### config.mk
export PLATFORM = sky130hd
export DESIGN_NAME = fb_pixel_writer
export DESIGN_NICKNAME = d
export VERILOG_FILES = /design/src/rtl/fb_pixel_writer.sv
export SDC_FILE = /design/constraint.sdc
export NUM_CORES = 1
export LEC_CHECK = 0
export ABC_AREA = 1
export BUFFER_PORTS_ARGS = -buffer_cell sky130_fd_sc_hd__buf_2
export CORE_ASPECT_RATIO = 1.4
export CORE_MARGIN = 2
export CORE_UTILIZATION = 48
export DETAILED_ROUTE_END_ITERATION = 10
export GPL_TIMING_DRIVEN = 0
export PLACE_DENSITY = 0.77
export SYNTH_ARGS = -nofsm -noshare
export SYNTH_HDL_FRONTEND = slang
export SYNTH_SLANG_ARGS = --single-unit
### constraint.sdc
create_clock -name ahb_clk -period 2.4 [get_ports ahb_clk]
set_input_delay 0.12 -clock ahb_clk [delete_from_list [all_inputs] [get_ports ahb_clk]]
set_output_delay 0.12 -clock ahb_clk [all_outputs]
set_load 0.03 [all_outputs]
### src/rtl/fb_pixel_writer.sv
// Packs 8-bit gray pixels four per word and writes them to a framebuffer over a simple bus.
// Write is registered one cycle after the lane-3 pixel; pixel intake pauses while a write is outstanding.
module fb_pixel_writer #(
  parameter int                    ADDR_WIDTH   = 32,
  parameter int                    DATA_WIDTH   = 32,
  parameter logic [ADDR_WIDTH-1:0] FB_BASE_ADDR = 32'hD000_0000,
  parameter int                    FB_WORDS     = 1024
) (
  input  logic                  ahb_clk,
  input  logic                  rst,
  input  logic                  en,
  input  logic                  pix_valid,
  output logic                  pix_ready,
  input  logic [7:0]            pix_data,
  input  logic                  pix_sof,
  output logic [ADDR_WIDTH-1:0] bus_addr,
  output logic                  bus_wen,
  output logic                  bus_ren,
  output logic [DATA_WIDTH-1:0] bus_wdata,
  output logic [3:0]            bus_strobe,
  input  logic                  bus_request_stall,
  input  logic                  bus_error,
  output logic                  frame_done,
  output logic                  busy,
  output logic                  err_sticky
);

  localparam int IDX_W = (FB_WORDS > 1) ? $clog2(FB_WORDS) : 1;
  localparam logic [IDX_W-1:0] IDX_LAST = IDX_W'(FB_WORDS - 1);

  typedef enum logic {FILL, WRITE} state_t;

  state_t                state;
  logic [1:0]            lane_cnt;
  logic [IDX_W-1:0]      word_idx;
  logic [31:0]           pack;
  logic                  accept;
  logic [ADDR_WIDTH-1:0] next_addr;

  // Gated by rst so the handshake is quiet while reset is held, yet follows en right after release.
  assign pix_ready  = !rst && (state == FILL) && en;
  assign accept     = pix_valid && pix_ready;
  assign next_addr  = FB_BASE_ADDR + ADDR_WIDTH'({word_idx, 2'b00});
  assign bus_ren    = 1'b0;
  assign bus_strobe = bus_wen ? 4'hF : 4'h0;
  assign busy       = (state == WRITE) || (lane_cnt != 2'd0);

  always_ff @(posedge ahb_clk or posedge rst) begin
    if (rst) begin
      state      <= FILL;
      lane_cnt   <= 2'd0;
      word_idx   <= '0;
      pack       <= 32'h0;
      bus_addr   <= '0;
      bus_wdata  <= '0;
      bus_wen    <= 1'b0;
      frame_done <= 1'b0;
      err_sticky <= 1'b0;
    end else begin
      frame_done <= 1'b0;
      case (state)
        FILL: begin
          if (accept) begin
            if (pix_sof) begin
              // Start of frame wins over any half-built word.
              pack     <= {24'h0, pix_data};
              lane_cnt <= 2'd1;
              word_idx <= '0;
            end else begin
              pack[{lane_cnt, 3'b000} +: 8] <= pix_data;
              lane_cnt                      <= lane_cnt + 2'd1;
              if (lane_cnt == 2'd3) begin
                state     <= WRITE;
                bus_wen   <= 1'b1;
                bus_wdata <= DATA_WIDTH'({pix_data, pack[23:0]});
                bus_addr  <= next_addr;
              end
            end
          end
        end
        WRITE: begin
          if (!bus_request_stall) begin
            state    <= FILL;
            bus_wen  <= 1'b0;
            lane_cnt <= 2'd0;
            if (bus_error) err_sticky <= 1'b1;
            if (word_idx == IDX_LAST) begin
              word_idx   <= '0;
              frame_done <= 1'b1;
            end else begin
              word_idx <= word_idx + 1'b1;
            end
          end
        end
        default: state <= FILL;
      endcase
    end
  end

endmodule

**Word-level counts from Yosys, hierarchy flattened**

Index checks and enable logic that the tools add are counted.

- Muxes and demuxes: 25
- Bitwise gates (word level): 3
- $add $sub $neg: 4
- Shift-type cells: 2
- Reductions and logical operators: 12
- Equal/unequal tests: 7

Operators by type and width:

| kind | number |
|---|---|
| $mux 10 | 4 |
| $add 31x13->32 const A | 1 |
| $bwmux 32 | 1 |
| $mux 32 | 1 |
| $shift 8x7->32 const A | 1 |
| $shiftx 8x7->32 | 1 |
| $pmux 10 s2 | 1 |
| $mux 1 | 11 |
| $add 10x1->10 const B | 1 |
| $eq 10x10->1 const B | 1 |
| $ne 2x2->1 const B | 4 |
| $reduce_and 4->1 | 2 |
| $neg 5->7 | 1 |
| $mux 2 | 3 |
| $reduce_and 3->1 | 2 |
| $mux 4 | 1 |
| $pmux 1 s2 | 2 |
| $pmux 2 s2 | 1 |
| $reduce_and 2->1 | 2 |
| $logic_and 1x1->1 | 3 |
| $not 1->1 | 3 |
| $add 2x1->2 const B | 1 |
| $eq 2x2->1 const B | 1 |
| $ne 2x1->1 const B | 1 |
| other kinds (3) | 3 |

- Logic and storage cells: 62
- Bits in registers: 112
- Input port bits: 15
- Output and inout port bits: 74

**Longest topological paths before layout**

Gate-level depths: netlist of the first run.

- Word-level depth: 6
- Mapped depth: 9
- Depth with buffers taken out: 8

**Worst setup path after synthesis of the first run**

Ideal clock, no wire load.

- Kind: register to register
- Start point: register lane_cnt[0]
- End point: register pack[10]
- Data required time: 2.333 ns
- Stages on the path, launching flop included: 7
- Setup time: 0.067 ns
- Period minus slack after synthesis: 1.603 ns
- Setup slack: 0.797 ns
- Arrival time: 1.536 ns
- Path buffers: 0
- Path through: dfrtp_1 > inv_1 > ha_1 > inv_1 > nor4_2 > nand3_1 > nand2_1

- Longest elaborated chain between the ends: 4
- Elaborated cells on any way between the ends: 5
- Those cells by class: add/sub: 1; shift: 2; mux: 2

RTL lines:

| element | RTL line | source |
|---|---|---|
| start, declared | 34 | `logic [1:0] lane_cnt;` |
| start signal, assigned | 71 | `lane_cnt <= lane_cnt + 2'd1;` |
| $neg 5->7 * | 70 | `pack[{lane_cnt, 3'b000} +: 8] <= pix_data;` |
| $shiftx 8x7->32 or $shift 8x7->32 (tied branches) | 70 |  |
| $bwmux 32 * | 70 |  |
| $mux 32 * | 64 | `if (pix_sof) begin` |
| end signal, assigned | 66 | `pack <= {24'h0, pix_data};` |
| end signal, assigned by index | 70 |  |
| end, declared | 36 | `logic [31:0] pack;` |

Every way passes the cells marked *; elsewhere a longest branch is shown, timed or not.
A chain may end at the register's enable or synchronous reset.

**Worst setup path after layout of the first run**

- Start point: register lane_cnt[0]
- End point: register pack[4]

Same word-level chain as after synthesis.

==> impl_metrics.py, run 1 <==
metrics = {
    "synthesis": {
        "synthCells": 436,
        "avgSynthCellArea_um2": 8.83,
        "syn_area_um2": 3850,
        "ys_warn_count": 0,
        "ys_ff_latch": 83,
        "ys_seq_area_frac": 0.539,
        "synth.distinct_cells": 29,
    },
    "clock_tree": {
        "clock-sinks": 83,
        "worstSkewPairLatency_ns": 0.36,
        "cts_max_level": 3,
        "cts-root-buf": "clkbuf_8",
        "postCtsSetupRepairBufs": 0,
        "clock_path_buffers": 2,
        "cts.clk_slew.worst_paths_ns": 0.08,
        "cts_made_buffers": 9,
        "cts_tree": "done",
    },
    "critical_path": {
        "path_common_cell": "inv_1",
        "reg2reg_from": "lane_cnt[0]$_DFFE_PP0P_",
        "endpoint": "pack[4]$_DFFE_PP0P_",
        "reg2reg_depth": 6,
        "path_cells": "inv_1 > ha_1 > clkbuf_1 > inv_1 > a21oi_1 > o21ai_0",
        "timing.rr.end": "pack[4]$_DFFE_PP0P_",
        "critPathSlowestCell": "a21oi_1",
        "cp_data_required_time_ns": 2.61,
        "cp-startpoint": "lane_cnt[0]$_DFFE_PP0P_",
        "endpoint_kind": "register",
        "cpPeakStageDelay_ns": 0.53,
        "reg2reg_slack_ns": 0.35,
        "arrival_ns": 2.26,
        "crit_path_start_kind": "register",
        "cp_max_fo": 9,
        "worstSetupPathType": "register to register",
    },
    "cells_and_area": {
        "fin_nets": 559,
        "final_cells": 643,
        "diodes": 0,
        "final_layout_size_suffix_gt1_frac": 0.256,
        "syn2layout_area_growth_pct": 20.9,
    },
    "floorplan": {
        "die_w_um": 79.7,
        "start_util": 0.497,
        "die-area_um2": 8770,
        "die_h_um": 110,
        "io_pins": 89,
        "core_um2": 7750,
        "rows": 38,
    },
    "status": {
        "status": "finished clean",
    },
    "power": {
        "power_density_nw_per_um2": 838,
        "switchingPower_uw": 1380,
        "p_sw_frac": 0.354,
        "seqPwrFrac": 0.440,
        "power_frac_comb": 0.291,
        "intPower_uw": 2520,
        "peakVddDrop_uv": 439,
        "total_leakage_power_uw": 0.00254,
        "pwr-share-clk": 0.269,
        "finalPower_uw": 3900,
    },
    "detailed_routing": {
        "via_per_inst": 4.75,
        "dr.first_iter.drc_count": 243,
        "wire_per_inst_um": 13.2,
        "drtAntennaViolNets": 0,
        "num_vias": 3052,
        "first_pass_iters": 4,
        "drc": 0,
        "totalWireLength_mm": 8.49,
    },
    "timing": {
        "tightest_slew_ns": 0.668,
        "fin_tns_setup_ns": 0,
        "period_share": 0.856,
        "finalHoldViolations": 0,
        "max_slew_margin": 0.551,
        "fin_crit_ns": 2.05,
        "finalHoldWorstSlack_ns": 0.0175,
        "max_freq_mhz": 487,
        "finalSetupViolCount": 0,
        "final.setup_skew_ns": 0.00561,
        "finalMaxSlewViolations": 0,
        "rsz0062_at_grt": "no",
    },
    "placement": {
        "port-buffer-count": 68,
        "place_hpwl_mm": 6.45,
        "placedCellCount": 624,
        "gp_congestion": 0.874,
    },
    "grt": {
        "grt_pass1_vias": 3114,
        "track_usage": 0.211,
        "grt_start_max_net_pins": 48,
        "grt_pass1_wl_mm": 14.1,
        "antenna_found_initial": 0,
        "grt_overflow": 0,
    },
    "worst_hold_path": {
        "hold_class": "primary input to register",
    },
    "job": {
        "max_cap_violations": 0,
    },
}
## cells in the final DEF, fill, tap and decap left out, drive strengths merged
master	Yosys	layout
or2	1	1
nor4	2	2
conb	1	20
bufinv	0	1
nand3b	1	1
a31o	1	1
nor2	24	24
o22ai	1	1
buf	36	105
nand3	38	38
a21o	1	1
a21oi	4	4
inv	56	56
dlygate4sd3	0	3
ha	6	6
nand4	1	1
dfrtp	83	83
o21ai	59	59
nor3	1	1
clkbuf	2	17
nand2	118	118
## power groups by stage
stage	combinational, uW	clock, uW	sequential, uW
floorplan	566	0	1990
global placement	1110	0	1730
detailed placement	1140	0	1740
CTS	1140	1070	1720
global route	1230	1140	1740
finish	1140	1050	1720
## synthesized netlist by cell type, drive strengths merged
master	n	share of area
nand2	118	0.12
dfrtp	83	0.54
o21ai	59	0.081
inv	56	0.055
nand3	38	0.053
buf	36	0.072
nor2	24	0.030
ha	6	0.019
a21oi	4	0.014
clkbuf	2	0.0023
nor4	2	0.0065
a21o	1	0.0020
a31o	1	0.0023
conb	1	0.00097
nand3b	1	0.0020
nand4	1	0.0016
nor3	1	0.0013
o22ai	1	0.0016
or2	1	0.0016
## metrics by stage
| stage | worst slack, ns | instance area (um2) | util |
|---|---|---|---|
| after global routing | 0.0892 | 4650 | 0.601 |
| after global placement | -0.803 | 4390 | 0.566 |
| final | 0.347 | 4650 | 0.601 |
| after detailed placement | 0.392 | 4420 | 0.570 |
| after CTS | 0.375 | 4650 | 0.601 |
| after floorplan | 0.143 | 3920 | - |
## worst max-delay path: cells and delay by family, from the launching register on
kind / cells / cell delay (ns)
buf+inv: 3 / 0.58
fa+ha+maj: 1 / 0.17
compound gates: 2 / 0.72
flops: 1 / 0.43
## area by class of cell
cell class,instances,area [um2]
Clock inverter,1,30.0
Clock buffer,15,176
Tap cell,100,125
Sequential cell,83,2080
Fill cell,711,3100
Multi-Input combinational cell,278,1350
Buffer,38,288
Timing Repair Buffer,72,398
Inverter,56,213
## repair_timing
| item | in CTS | in global routing |
|---|---|---|
| hold buffers | 3 | 0 |
| resized for setup | 0 | 0 |
| hold endpoints to repair | 38 | 0 |
## flip-flops by register name, summed over array words and instances, names as in the netlist
signal / flops
bus_addr: 11
bus_wdata: 32
bus_wen: 1
err_sticky: 1
frame_done: 1
lane_cnt: 2
pack: 24
state: 1
word_idx: 10
## cells by family (layout without fill, tap and decap cells)
group           after synthesis  after routing  share of synthesized area
fa+ha+maj                     6              6                     0.0195
simple gates                186            186                      0.211
buf+inv                      94            182                      0.129
flops                        83             83                      0.539
other cells                   1             20                   0.000974
compound gates               66             66                      0.100
## worst min path at each step
| stage | from | to | slack (ns) | depth (start not counted) |
|---|---|---|---|---|
| after detailed placement | rst | bus_wdata[12]$_DFFE_PP0P_ | 0.21 | 2 |
| after CTS | pix_data[0] | bus_wdata[24]$_DFFE_PP0P_ | 0.01 | 3 |
| after floorplan | bus_request_stall | state$_DFF_PP0_ | 0.24 | 2 |
| after global placement | bus_error | err_sticky$_DFFE_PP0P_ | 0.33 | 2 |
| final | pix_data[0] | bus_wdata[24]$_DFFE_PP0P_ | 0.02 | 3 |
| after global routing | pix_data[0] | bus_wdata[24]$_DFFE_PP0P_ | 0.02 | 3 |
## per-layer routing
metal,wire (um),GRT usage,vias to the layer above,share of wire
li1,-,-,1531,-
met1,3420,0.237,1416,0.40
met2,4410,0.366,73,0.52
met3,258,0.0423,32,0.030
met4,408,0.129,0,0.048
met5,0,0,-,0
(Power assumes the default switching activity.)
==> run 2: changes to the inputs <==
--- a/config.mk
+++ b/config.mk
@@ -5,14 +5,13 @@
 export SDC_FILE = /design/constraint.sdc
 export NUM_CORES = 1
 export LEC_CHECK = 0
-export ABC_AREA = 1
 export BUFFER_PORTS_ARGS = -buffer_cell sky130_fd_sc_hd__buf_2
 export CORE_ASPECT_RATIO = 1.4
 export CORE_MARGIN = 2
 export CORE_UTILIZATION = 48
 export DETAILED_ROUTE_END_ITERATION = 10
 export GPL_TIMING_DRIVEN = 0
-export PLACE_DENSITY = 0.77
+export PLACE_DENSITY = 0.78
 export SYNTH_ARGS = -nofsm -noshare
 export SYNTH_HDL_FRONTEND = slang
 export SYNTH_SLANG_ARGS = --single-unit
==> impl_metrics.py, run 2 <==
metrics = {
    "critical_path": {
        "arrival_ns": 2.13,
        "worstSetupPathType": "register to register",
        "cp_max_fo": 6,
        "endpoint_kind": "register",
        "crit_path_start_kind": "register",
        "cp_data_required_time_ns": 2.63,
        "reg2reg_slack_ns": 0.50,
    },
    "grt": {
        "grt_pass1_wl_mm": 12.1,
        "grt_use_met3": 0.0455,
        "grt_overflow": 0,
        "grtUsageMet2": 0.319,
        "grt.busiest_layer": "met2",
        "grt_pass1_vias": 2426,
        "grtUsageMet1": 0.235,
        "track_usage": 0.188,
        "grt_start_max_net_pins": 51,
        "antenna_found_initial": 0,
    },
    "status": {
        "status": "finished clean",
    },
    "synthesis": {
        "ys_ff_latch": 83,
        "synthTopCellsByArea": "dfrtp_1 57%, mux2_2 12%, a22o_1 5.8%",
        "async_flop_share": 1.00,
        "synth_edf_count": 0,
        "synth_top_cell_by_area": "dfrtp_1",
        "synthTopCellsByCount": "83 x dfrtp_1, 40 x mux2_2, 27 x buf_4",
        "synth_most_common_cell": "dfrtp_1",
        "ys_warn_count": 0,
        "synth_ff_type": "dfrtp_1",
        "avgSynthCellArea_um2": 13.2,
        "yosysTopAreaCellShare": 0.573,
        "ys_seq_area_frac": 0.573,
        "syn_area_um2": 3620,
        "synthCells": 275,
        "synth.distinct_cells": 41,
    },
    "cells_and_area": {
        "final_cells": 478,
        "reg_top3": "bus_wdata (32), pack (24), bus_addr (11)",
        "largest-register": "bus_wdata",
        "layout_commonest_cell": "dfrtp_1",
        "largest_reg_flops": 32,
        "seq_area_um2": 2080,
        "syn2layout_area_growth_pct": 21.2,
        "diodes": 0,
        "final_layout_size_suffix_gt1_frac": 0.425,
        "multi_input_area_um2": 1320,
        "fin_nets": 397,
        "nFillCells": 649,
        "final_cell_mix": "83 x dfrtp_1, 68 x buf_2, 40 x mux2_2, 27 x buf_4, 24 x a22o_1",
    },
    "detailed_routing": {
        "totalWireLength_mm": 7.22,
        "drtAntennaViolNets": 0,
        "num_vias": 2437,
        "drc": 0,
        "dr.first_iter.drc_count": 160,
        "wire_per_inst_um": 15.1,
        "first_pass_iters": 4,
        "via_per_inst": 5.10,
    },
    "clock_tree": {
        "cts_made_buffers": 9,
        "postCtsSetupRepairBufs": 0,
        "clock_path_buffers": 2,
        "cts.clk_slew.worst_paths_ns": 0.08,
        "cts_max_level": 3,
        "clock-sinks": 83,
        "cts_tree": "done",
        "worstSkewPairLatency_ns": 0.35,
        "cts-root-buf": "clkbuf_8",
    },
    "power": {
        "total_leakage_power_uw": 0.00236,
        "power_density_nw_per_um2": 823,
        "peakVddDrop_uv": 435,
    },
    "placement": {
        "placedCellCount": 459,
        "gp_congestion": 0.882,
        "port-buffer-count": 67,
        "place_hpwl_mm": 5.25,
    },
    "timing": {
        "tightest_slew_ns": 0.624,
        "fin_crit_ns": 1.90,
        "fin_tns_setup_ns": 0,
        "finalSetupViolCount": 0,
        "final.setup_skew_ns": 0.00723,
        "period_share": 0.792,
        "max_freq_mhz": 526,
        "rsz0062_at_grt": "no",
        "finalHoldWorstSlack_ns": 0.0444,
        "finalHoldViolations": 0,
        "max_slew_margin": 0.581,
        "finalMaxSlewViolations": 0,
    },
    "job": {
        "max_cap_violations": 0,
    },
    "floorplan": {
        "io_pins": 89,
        "die_w_um": 77.4,
        "start_util": 0.495,
        "die_h_um": 107,
        "die-area_um2": 8270,
        "core_um2": 7310,
        "rows": 37,
    },
    "worst_hold_path": {
        "hold_class": "primary input to register",
    },
}
-- run 2: final cells by class --
class	instances	share of cell area
flip-flops and latches	83	0.473
multi-input cells	168	0.300
repair buffers	71	0.0895
plain buffers	38	0.0644
clock buffers	11	0.0345
well taps	97	0.0276
clock inverters	5	0.00627
inverters	5	0.00484
-- run 2: path summary, 6_finish.rpt --
kind,start,endpoint,cells past startpoint
setup / recovery,word_idx[1]$_DFFE_PP0P_,word_idx[3]$_DFFE_PP0P_,5
hold / removal,pix_data[1],pack[17]$_DFFE_PP0P_,2
setup reg to reg,word_idx[1]$_DFFE_PP0P_,word_idx[3]$_DFFE_PP0P_,5
hold reg to reg,err_sticky$_DFFE_PP0P_,err_sticky$_DFFE_PP0P_,1
max in group asynchronous,rst,pack[22]$_DFFE_PP0P_,4
min in group asynchronous,rst,bus_addr[3]$_DFFE_PP0P_,3
-- run 2: power breakdown --
part	switching [uW]	internal [uW]	leakage (uW)
Sequential	123	1570	0.00113
Clock	488	425	0.0000949
Combinational	634	368	0.00113
Total	1250	2370	0.00236
-- run 2: kinds of logic after synthesis --
kind of cell,share of synthesized area
XOR/XNOR,0.00484
buffers and inverters,0.0832
other,0.00103
flip-flops,0.573
AND/OR/NAND/NOR,0.0763
AO/OA/AOI/OAI,0.106
multiplexers,0.134
adder cells (fa/ha/maj),0.0207
-- run 2: repair_timing --
action / 4_1_cts / 5_1_grt
hold endpoints to repair: 35 / 0
gates resized for setup: 0 / 0
hold buffers: 3 / 0
-- run 2: through the flow --
stage                     total power (uW)  cell area [um2]   util  worst slack, ns
final                                 3610             4390  0.600            0.500
after global routing                  3790             4390  0.600            0.369
after CTS                             3650             4390  0.600            0.521
after detailed placement              2730             4180  0.572            0.534
after global placement                2690             4150  0.568           -0.784
after floorplan                       2450             3690      -            0.143
-- run 2: worst max-delay path: stages (launching register included) --
cell	delay [ns]
dfrtp_1	0.46
ha_1	0.33
nand3_1	0.12
or3_1	0.46
a21oi_1	0.33
nor2_1	0.09
-- run 2: per-layer routing --
layer / vias up / share of wire
met5: - / 0
met4: 0 / 0.013
met3: 7 / 0.038
met2: 50 / 0.53
met1: 1228 / 0.42
li1: 1152 / -
